`src/rtl/pipe_stage_skid.sv`:
```
// rtl/pipe_stage_skid.sv - pipeline register stage with one skid entry, flush squash and flush counter
// Main register drives out_data; the skid register absorbs one extra push so in_ready stays registered.
module pipe_stage_skid #(
  parameter int DATA_W = 139,
  parameter int CTRL_W = 17,
  parameter int CNT_W  = 8
) (
  input  logic              clk,
  input  logic              rst,
  input  logic              in_valid,
  input  logic [DATA_W-1:0] in_data,
  output logic              in_ready,
  output logic              out_valid,
  output logic [DATA_W-1:0] out_data,
  input  logic              out_ready,
  input  logic              flush,
  output logic [1:0]        occupancy,
  output logic [CNT_W-1:0]  flush_cnt
);

  typedef enum logic [1:0] {
    EMPTY = 2'd0,
    ONE   = 2'd1,
    TWO   = 2'd2
  } state_t;

  localparam logic [DATA_W-1:0] DATA_KEEP = {{(DATA_W-CTRL_W){1'b1}}, {CTRL_W{1'b0}}};
  localparam logic [CNT_W-1:0]  CNT_MAX   = {CNT_W{1'b1}};

  state_t            state;
  state_t            state_next;
  logic [DATA_W-1:0] main_q;
  logic [DATA_W-1:0] skid_q;
  logic [CNT_W-1:0]  cnt_q;

  logic push;
  logic pop;
  logic main_load_in;
  logic main_load_skid;
  logic skid_load;

  // Handshake outputs come straight from the state register: no out_ready -> in_ready path.
  assign in_ready  = (state != TWO);
  assign out_valid = (state != EMPTY);
  assign occupancy = state;
  assign flush_cnt = cnt_q;

  assign push = in_valid & in_ready;
  assign pop  = out_valid & out_ready;

  // An empty stage presents a bubble: control field reads as a NOP.
  assign out_data = (state == EMPTY) ? (main_q & DATA_KEEP) : main_q;

  always_ff @(posedge clk or posedge rst) begin
    if (rst) begin
      state <= EMPTY;
    end else begin
      state <= state_next;
    end
  end

  always_comb begin
    state_next     = state;
    main_load_in   = 1'b0;
    main_load_skid = 1'b0;
    skid_load      = 1'b0;
    if (flush) begin
      state_next = EMPTY;
    end else begin
      case (state)
        EMPTY: begin
          if (push) begin
            state_next   = ONE;
            main_load_in = 1'b1;
          end
        end
        ONE: begin
          case ({push, pop})
            2'b11: begin
              state_next   = ONE;
              main_load_in = 1'b1;
            end
            2'b10: begin
              state_next = TWO;
              skid_load  = 1'b1;
            end
            2'b01: state_next = EMPTY;
            default: state_next = ONE;
          endcase
        end
        TWO: begin
          if (pop) begin
            state_next     = ONE;
            main_load_skid = 1'b1;
          end
        end
        default: state_next = EMPTY;
      endcase
    end
  end

  // Flush only squashes the control field; the rest of main is held untouched.
  always_ff @(posedge clk or posedge rst) begin
    if (rst) begin
      main_q <= '0;
      skid_q <= '0;
    end else begin
      if (flush) begin
        main_q[CTRL_W-1:0] <= '0;
      end else if (main_load_in) begin
        main_q <= in_data;
      end else if (main_load_skid) begin
        main_q <= skid_q;
      end
      if (skid_load) begin
        skid_q <= in_data;
      end
    end
  end

  always_ff @(posedge clk or posedge rst) begin
    if (rst) begin
      cnt_q <= '0;
    end else if (flush && (state != EMPTY) && (cnt_q != CNT_MAX)) begin
      cnt_q <= cnt_q + 1'b1;
    end
  end

endmodule

```
`config.mk`:
```
export PLATFORM = sky130hd
export DESIGN_NAME = pipe_stage_skid
export DESIGN_NICKNAME = d
export VERILOG_FILES = /design/src/rtl/pipe_stage_skid.sv
export SDC_FILE = /design/constraint.sdc
export NUM_CORES = 1
export LEC_CHECK = 0
export BUFFER_PORTS_ARGS = -buffer_cell sky130_fd_sc_hd__buf_4
export CAP_MARGIN = 20
export CORE_MARGIN = 2
export CORE_UTILIZATION = 54
export CTS_CLUSTER_SIZE = 25
export DETAILED_ROUTE_END_ITERATION = 10
export PLACE_DENSITY_LB_ADDON = 0.15
export SKIP_CTS_REPAIR_TIMING = 1
export SLEW_MARGIN = 20
export SYNTH_ARGS = -nofsm -noshare
export SYNTH_HDL_FRONTEND = slang
export SYNTH_SLANG_ARGS = --single-unit
```
`constraint.sdc`:
```
create_clock -name clk -period 10.5 [get_ports clk]
set_input_delay 0.525 -clock clk [delete_from_list [all_inputs] [get_ports clk]]
set_output_delay 0.525 -clock clk [all_outputs]
set_load 0.05 [all_outputs]
```
==> summary.txt <==
Lkg Pwr - 7.21 nW
Die H - 159 um
RSZ-0062 raised after global routing - no
Fill cells - 1792
Syn_area_per_cell - 12.9 sq um
Starting Density - 55.1%
Clk sinks - 288
Grt total ovfl - 0
Post-synthesis adder-cell area fraction - 0.290%
Post-synth top cells - dfrtp_1, mux2_2, and2_1
Storage element area - 7210 sq um
Worst rel slew slack - 32.3%
Setup TNS - 0 ns
CTS Buf Count - 31
Most common cell in the netlist - dfrtp_1
Fin worst setup slack - 6.14 ns
Core Box Area - 23500 sq um
VDD IR max - 135 uV
Asr flop ratio synth - 100%
CP max-delay cell - dfrtp_1
Mux cell area share after synthesis - 13.0%
Fin. Hold Viols - 0
GRT Util Overall - 22.2%
Worst min-delay path class - input pin to async pin
Worst path max stage delay - 1.01 ns
CP delay by family, top - simple AND/OR/NAND/NOR gates
DP Cell Count - 1430
HPWL Detailed - 17900 um
NumNets Final - 1291
Slew Limit Fails - 0
Worst-margin pin slew - 1.01 ns
Mapped Area - 12900 sq um
Pwr/cell area - 247 nW/um^2
Cell Area, Placed - 14300 sq um
Cells after Synth - 999
Final period util - 41.6%
Largest family of logic cells by synthesized area - multiplexers
Io pins - 295
Worst Path Required - 10.98 ns
Dpl ws - 6.13 ns
Share of layout cells above drive strength 1 - 43.3%
Post-synthesis xor/xnor area fraction - 0.135%
Critical-path cell list - or2_2 > and2_1 > ha_1 > mux2i_4 > nor3_4 > buf_4 > buf_4 > a221o_1
Rows - 56
Crit Path Class - register to register
Status - finished, final reports clean
Post-route minimum period - 4.36 ns
CP Capture Type - register
Maximum clock frequency - 229 MHz
Clock root buffer - clkbuf_16
Initial antenna violation count - 0
GPL Wtd Cong - 0.764
YS warnings - 0
Synth top area share - 55.7%
Ant. Diodes - 0
Vias in the first global route - 8416
Routed WL - 28200 um
Multi-input gate area - 4440 sq um
Syn-to-layout area delta - 18.8%
First-pass GRT wire length - 45900 um
Die width - 159 um
Distinct cell type count after synthesis - 33
Die ar. - 25200 sq um
Port Buf Inserts - 294
Worst Setup Start Kind - register
EDFF count, synth - 0
Critical path buffers and inverters - 2
Synth Area in Simple Gates - 9.64%
Mapped Nets - 1146
Final total power - 3.79 mW
Total number of vias - 8317
Non-filler cells, final - 1486
Largest cells by area after synthesis - dfrtp_1, mux2_2, a221o_1
Largest net degree at the start of global routing - 150
Synth Register Bits - 288
Cell taking the most area after synthesis - dfrtp_1
Final ANT Viol Nets - 0
Clock latency on the worst-skew pair - 0.54 ns
Final-report setup violation count - 0
Crit Path Max Fanout - 55
CTS clk-pin slew, worst paths - 0.06 ns
H-tree lvl count - 1
Sequential share of the synthesized area - 55.7%
CTS tree - yes
Avg WL per Cell - 19.0 um
Most frequent CP cell - buf_4
DRC - 0
Max-Cap Viols - 0
Cell area after layout - 15400 sq um
Clock Tree Buf Depth - 3
DR iter-0 viols - 538
Via/cell ratio - 5.60
TritonRoute pass-1 iters - 4
Compound-cell area share of the yosys netlist - 11.1%
Fin Clk Skew - 0.0140 ns
Top_reg_cell synth - dfrtp_1
Worst EP arrival - 4.84 ns
==> cell type report <==
cell class	instances	share of cell area [%]
Sequential cell	288	46.9
Inverter	3	0.155
Timing Repair Buffer	303	14.8
Tap cell	319	2.60
Clock buffer	49	6.21
Clock inverter	7	0.415
Multi-Input combinational cell	517	28.9
==> through the flow <==
stage / util [%] / hold slack [ns]
2_1_floorplan: - / 0.470
4_1_cts: 65.4 / 0.190
3_5_place_dp: 61.1 / 0.484
6_report: 65.4 / 0.120
3_3_place_gp: 61.1 / 0.477
5_1_grt: 65.4 / 0.178
==> worst paths after layout <==
kind	from	to	slack [ns]	depth (start not counted)
worst max register to register	occupancy[1]$_DFFE_PP0P_	main_q[67]$_DFFE_PP0P_	6.14	8
worst min register to register	skid_q[83]$_DFFE_PP0P_	skid_q[83]$_DFFE_PP0P_	0.49	1
worst min-delay path	rst	main_q[8]$_DFFE_PP0P_	0.12	2
max in group asynchronous	rst	skid_q[79]$_DFFE_PP0P_	8.98	3
min in group clk	in_data[106]	main_q[106]$_DFFE_PP0P_	0.22	2
worst max-delay path	occupancy[1]$_DFFE_PP0P_	main_q[67]$_DFFE_PP0P_	6.14	8
==> cells in the final DEF, fill, tap and decap left out, types with 11 or more instances in the layout <==
| cell | instances |
|---|---|
| nor3_1 | 18 |
| a221o_1 | 122 |
| a311oi_1 | 17 |
| clkbuf_8 | 11 |
| clkbuf_16 | 31 |
| and2_1 | 141 |
| dfrtp_1 | 288 |
| nand2_1 | 36 |
| mux2_2 | 144 |
| buf_4 | 303 |
==> sequential cells by signal (all words and copies together), names as in the netlist <==
signal     cells
skid_q       139
occupancy      2
flush_cnt      8
main_q       139
==> metal layers <==
metal / part of all wire [%] / up-vias / wire length [um] / global-route usage, %
li1: - / 3784 / - / -
met4: 2.5 / 0 / 709 / 6.51
met3: 7.7 / 48 / 2180 / 5.72
met1: 42 / 4207 / 12000 / 30.4
met5: 0 / - / 0 / 0
met2: 47 / 278 / 13400 / 35.0
==> power by group <==
part	total, mW	leakage (nW)	switching [mW]	internal, mW
registers	1.60	3.55	0.171	1.43
clock network	1.06	0.508	0.424	0.641
logic	1.12	3.16	0.675	0.448
==> logic make-up (layout without fill, tap and decap cells) <==
family	after synthesis	count (layout)
flops	288	288
compound gates	148	148
buf+inv	194	362
fa+ha+maj	3	3
simple gates	216	216
xor+xnor	2	2
mux	148	148
Power figures use the tool's default switching activity.
